===== src/rtl/cpu_cmd_sequencer.sv =====
// cpu_cmd_sequencer: queues packed cpu commands from a valid/ready stream, drives
// them onto the cpu register-file/ALU port one at a time, captures the cpu result
// after a fixed latency and returns it on a tagged response stream.
//
// Ports
//   clk, rst_n                 clock (rising edge), asynchronous active-low reset
//   cmd_valid/cmd_ready        command stream handshake (cmd_ready = !full, registered)
//   cmd_data[47:0]             {opsel[1:0], outsel[1:0], asel, bsel, addrA[4:0], addrB[4:0], dataIn[31:0]}
//   rsp_valid/rsp_ready        response stream handshake
//   rsp_data, rsp_over         captured cpu outPut / over
//   rsp_tag                    command sequence number, wraps 255 -> 0
//   busy                       FIFO non-empty or a command in flight
//   addressA .. oen            cpu port, all zero while no command is driven
//   outPut, over               cpu result, sampled only at the capture edge
module cpu_cmd_sequencer #(
   parameter int DEPTH = 4,
   parameter int HOLD  = 1,
   parameter int LAT   = 1
) (
   input  logic        clk,
   input  logic        rst_n,
   input  logic        cmd_valid,
   output logic        cmd_ready,
   input  logic [47:0] cmd_data,
   output logic        rsp_valid,
   input  logic        rsp_ready,
   output logic [31:0] rsp_data,
   output logic        rsp_over,
   output logic [7:0]  rsp_tag,
   output logic        busy,
   output logic [4:0]  addressA,
   output logic [4:0]  addressB,
   output logic [31:0] dataIn,
   output logic        asel,
   output logic        bsel,
   output logic [1:0]  opsel,
   output logic [1:0]  outsel,
   output logic        oen,
   input  logic [31:0] outPut,
   input  logic        over
);
   localparam int AW = $clog2(DEPTH);
   localparam int CW = $clog2(HOLD + LAT + 1);
   // cnt value seen at the capture edge E0+HOLD+LAT (cnt is 0 right after E0)
   localparam logic [CW-1:0] CLAST = CW'(HOLD + LAT - 1);

   typedef enum logic [1:0] {IDLE, DRIVE, RESP} state_t;

   state_t          state, state_n;
   logic [47:0]     mem [DEPTH];
   logic [AW-1:0]   wp, rp;
   logic [AW:0]     count, count_n;
   logic [CW-1:0]   cnt;
   logic [7:0]      seq;
   logic            push, pop, cap;

   assign busy = (count != '0) || (state != IDLE);

   always_comb begin
      push    = cmd_valid && cmd_ready;
      // pop only from IDLE or on a response handshake, so RESP can go straight back to DRIVE
      pop     = (count != '0) && (state == IDLE || (state == RESP && rsp_ready));
      cap     = (state == DRIVE) && (cnt == CLAST);
      count_n = count + (AW+1)'(push) - (AW+1)'(pop);
      state_n = state;
      case (state)
         IDLE:    state_n = pop ? DRIVE : IDLE;
         DRIVE:   state_n = cap ? RESP : DRIVE;
         RESP:    state_n = rsp_ready ? (pop ? DRIVE : IDLE) : RESP;
         default: state_n = IDLE;
      endcase
   end

   always_ff @(posedge clk or negedge rst_n)
      if (!rst_n) state <= IDLE;
      else        state <= state_n;

   always_ff @(posedge clk)
      if (push) mem[wp] <= cmd_data;

   always_ff @(posedge clk or negedge rst_n) begin
      if (!rst_n) begin
         wp        <= '0;
         rp        <= '0;
         count     <= '0;
         cmd_ready <= 1'b0;
         cnt       <= '0;
         seq       <= '0;
         rsp_valid <= 1'b0;
         rsp_data  <= '0;
         rsp_over  <= 1'b0;
         rsp_tag   <= '0;
         {opsel, outsel, asel, bsel, addressA, addressB, dataIn, oen} <= '0;
      end else begin
         count     <= count_n;
         cmd_ready <= count_n != (AW+1)'(DEPTH);
         if (push) wp <= wp + AW'(1);
         if (pop) begin
            rp  <= rp + AW'(1);
            {opsel, outsel, asel, bsel, addressA, addressB, dataIn} <= mem[rp];
            oen <= 1'b1;
            cnt <= '0;
         end else if (state == DRIVE) begin
            cnt <= cnt + CW'(1);
            if (cap) {opsel, outsel, asel, bsel, addressA, addressB, dataIn, oen} <= '0;
         end
         if (cap) begin
            rsp_data  <= outPut;
            rsp_over  <= over;
            rsp_tag   <= seq;
            rsp_valid <= 1'b1;
            seq       <= seq + 8'd1;
         end else if (state == RESP && rsp_ready) begin
            rsp_valid <= 1'b0;
         end
      end
   end
endmodule


===== config.mk =====
export PLATFORM = sky130hd
export DESIGN_NAME = cpu_cmd_sequencer
export DESIGN_NICKNAME = d
export VERILOG_FILES = /design/src/rtl/cpu_cmd_sequencer.sv
export SDC_FILE = /design/constraint.sdc
export NUM_CORES = 1
export LEC_CHECK = 0
export ABC_AREA = 1
export CELL_PAD_IN_SITES_DETAIL_PLACEMENT = 0
export CELL_PAD_IN_SITES_GLOBAL_PLACEMENT = 1
export CORE_MARGIN = 2
export CORE_UTILIZATION = 35
export DETAILED_ROUTE_END_ITERATION = 6
export HOLD_SLACK_MARGIN = 0.15
export PLACE_DENSITY = 0.77
export REMOVE_ABC_BUFFERS = 1
export SYNTH_ARGS = -nofsm -noshare
export SYNTH_HDL_FRONTEND = slang
export SYNTH_SLANG_ARGS = --single-unit

===== constraint.sdc =====
create_clock -name clk -period 3.29 [get_ports clk]
set_input_delay 0.658 -clock clk [delete_from_list [all_inputs] [get_ports clk]]
set_output_delay 0.658 -clock clk [all_outputs]
set_load 0.03 [all_outputs]

==> reports/qor.yml <==
critical_path:
  critical_path_required_ns: 2.63
  delay_of_the_slowest_cell_on_the_worst_path_ns: 0.62
  critPathSlowestCell: "clkdlybuf4s50_1"
  reg2regPathDepth: 6
  reg2reg_capture_point: "rsp_data[21]$_DFFE_PN0P_"
  critical_path.cell_chain: "nor2_1, nand4_1, clkdlybuf4s50_1"
  crit_end: "busy"
  cp-startpoint: "count[0]$_DFF_PN0_"
  timing.reg2reg.setup_slack_ns: 1.21
  path_max_fanout: 2
  critical_path.endpoint_type: "output port"
  critPathLaunchType: "register"
  worst_ep_arrival_time_ns: 1.81
  path_class: "register to output port"
  critical_path.reg2reg.startpoint: "cnt[1]$_DFFE_PN0P_"
logic_synthesis:
  synth_compound_gate_area_share_pct: 2.545
  synth_simple_gate_area_share_pct: 20.75
  netlist-cell-type-count: 22
  top_area_cells_in_the_synthesized_netlist: "edfxtp_1, dfrtp_1, nand2_1, nand3_1, inv_1"
  postSynthCellCount: 1159
  synth.largest_area_cell: "edfxtp_1"
  synth_top_area_share_pct: 47.28
  synthMuxAreaShare_pct: 0
  parity_gate_share_of_the_synthesized_area_counting_xor_and_xnor_cells_pct: 0.5028
  avgSynthCellArea_um2: 10.52
  netlist_area_pre_place_um2: 12190
  synth_fa_ha_area_share_pct: 0.8824
  yosysWarningCount: 0
  combinational_family_with_the_most_area_after_synthesis: "simple AND/OR/NAND/NOR gates"
  flip_flop_and_latch_count_after_synthesis: 303
  synth.yosys.seq_area_share_pct: 70.06
global_routing:
  grt.met1_usage_pct: 20.12
  grt_start_max_net_pins: 95
  number_of_antenna_violations_at_the_first_check_in_global_routing: 2
  met2_usage_pct: 26.90
  grt_pass1_vias: 8190
  grt_pass1_wl_mm: 44.48
  overall_fraction_of_global_route_tracks_in_use_pct: 15.69
  global_route.peak_usage_layer: "met2"
  grt_remaining_overflow: 0
  grtUsageMet3_pct: 3.478
routing:
  detail_route.vias_per_cell: 4.529
  detail_route.drc_violations: 0
  antenna_violating_nets_post_route: 0
  initialDrtViolationCount: 422
  wl_per_cell_um: 15.48
  vias: 8229
  drt_wl_total_mm: 28.12
  drt-pass1-iter-count: 4
clock_tree:
  cts_hold_buffers: 0
  cts_tree: "built"
  post_cts.resized_instances: 0
  tritoncts.num_buffers: 35
  post_cts_setup_buffers: 0
  cts-root-buf: "clkbuf_16"
  cts.sinks: 303
  cts.reportedPaths.clkPinSlew_ns: 0.06
  clk_latency_ns: 0.51
  cts_h_tree_lvls: 2
  cts.path.max_buffers: 3
timing:
  hold_viol_final: 0
  worst-slew-pin-transition_ns: 0.9314
  final.period_utilization_pct: 75.16
  maxSlewViolCount: 0
  timing.slew.headroom_pct: 37.91
  clock-skew-final_ns: 0.01283
  holdWs_ns: 0.2682
  fin_setup_tns_ns: 0
  post-route-min-period_ns: 2.473
  setup_violations: 0
  setup_repair_after_global_routing_missed_its_margin: "false"
  clock.fmax_ghz: 0.4044
floorplan:
  fp-row-count: 68
  die_w_um: 190.7
  io-pin-count: 178
  start_util_pct: 35.39
  dieArea_um2: 36350
  die_height_um: 190.7
  design.core.area_um2: 34460
cells_and_area:
  area_of_the_multi_input_gates_um2: 3049
  synthToLayoutAreaGrowth_pct: 27.07
  finish.net_count: 1427
  register_area_um2: 8548
  n_fill_cell: 3209
  drive_gt1_share_pct: 6.397
power_and_ir_drop:
  leakagePower_nw: 6.695
  peakVddDrop_mv: 0.4791
  power_density_nw_per_um2: 982.8
placed_design:
  finalWeightedCongestion: 0.7410
  hpwlAfterDp_mm: 16.49
  place.port_buffers: 177
status:
  status: "complete, no violations"
worst_hold_path:
  hp-class: "input port to async pin"
flow_run:
  drv.max_cap_violation_count: 0
==> logic make-up (layout without fill, tap and decap cells) <==
logic type      after synthesis  count (layout)
compound gates               62              62
fa+ha+maj                     8               8
xor+xnor                      7               7
simple gates                647             647
other cells                   0               2
flops                       303             303
buf+inv                     132             333
==> how the worst min path moves through the flow <==
stage | start | end
after global routing | rst_n | rsp_tag[7]$_DFFE_PN0P_
after detailed placement | seq[7]$_DFFE_PN0P_ | seq[7]$_DFFE_PN0P_
final | rst_n | rsp_tag[7]$_DFFE_PN0P_
after CTS | rst_n | rsp_data[25]$_DFFE_PN0P_
after global placement | seq[7]$_DFFE_PN0P_ | seq[7]$_DFFE_PN0P_
after floorplan | rst_n | addressA[0]$_DFFE_PN0P_
==> state kept, by name, summed over array words and instances, names as in the netlist, 2 cells and up <==
signal    count
addressA      5
addressB      5
cnt           2
count         3
dataIn       32
mem         192
opsel         2
outsel        2
rp            2
rsp_data     32
rsp_tag       8
seq           8
state         2
wp            2
==> power breakdown <==
part | total [mW] | switching [mW] | internal (mW) | leakage, nW
Combinational | 5.81 | 3.82 | 1.99 | 3.00
Sequential | 5.69 | 0.529 | 5.16 | 3.15
Clock | 3.73 | 1.50 | 2.22 | 0.545
Total | 15.2 | 5.85 | 9.37 | 6.69
==> synthesized netlist by cell type <==
| master | instances |
|---|---|
| buf_2 | 33 |
| o21ai_0 | 14 |
| nor2_4 | 2 |
| inv_2 | 4 |
| ha_1 | 7 |
| inv_1 | 70 |
| nand2_1 | 527 |
| nand3_2 | 1 |
| nand4_1 | 5 |
| a21oi_1 | 2 |
| buf_4 | 12 |
| buf_6 | 8 |
| edfxtp_1 | 192 |
| o21ai_1 | 46 |
| nand3_1 | 54 |
| xor2_1 | 4 |
| fa_1 | 1 |
| clkbuf_1 | 4 |
| dfrtp_1 | 111 |
| xnor2_1 | 3 |
| buf_1 | 1 |
| nor2_1 | 58 |
==> final cells by class <==
class	count	share of cell area, %
inverter	74	1.793
clock buffer	45	6.161
antenna	2	0.03230
clock inverter	18	1.050
timing repair buffer	196	12.44
tap	455	3.674
sequential	303	55.17
multi-input combinational	724	19.68
==> metal layers <==
layer	wire length [um]	up-vias
li1	-	4068
met1	12670	3903
met2	13290	219
met3	1652	39
met4	511	0
met5	0	-
==> through the flow <==
stage               power [mW]  setup WS, ns  cell area, um^2  util [%]  cells
floorplan                9.301        -1.189            11830         -   1101
global placement         11.56        0.6444            14370     41.71   1752
detailed placement       11.70        0.6583            14370     41.71   1752
CTS                      15.49        0.7864            15490     44.95   1815
global route             16.32        0.7391            15490     44.95   1815
finish                   15.23        0.8172            15490     44.97   1817
==> layout by cell type (no fill, tap or decap), types with 14 or more instances in the layout <==
cell,Yosys,routed
nand2_1,527,526
edfxtp_1,192,192
clkdlybuf4s50_1,0,176
dfrtp_1,111,109
inv_1,70,69
nor2_1,58,54
nand3_1,54,54
o21ai_1,46,46
clkbuf_16,0,36
buf_4,12,18
o21ai_0,14,14
==> critical path, delay by kind of cell, from the launching register on <==
kind | cells | cell delay, ns
flops | 1 | 0.39
buf+inv | 1 | 0.62
simple gates | 2 | 0.30
No activity file was read; power rests on OpenSTA's default activity.
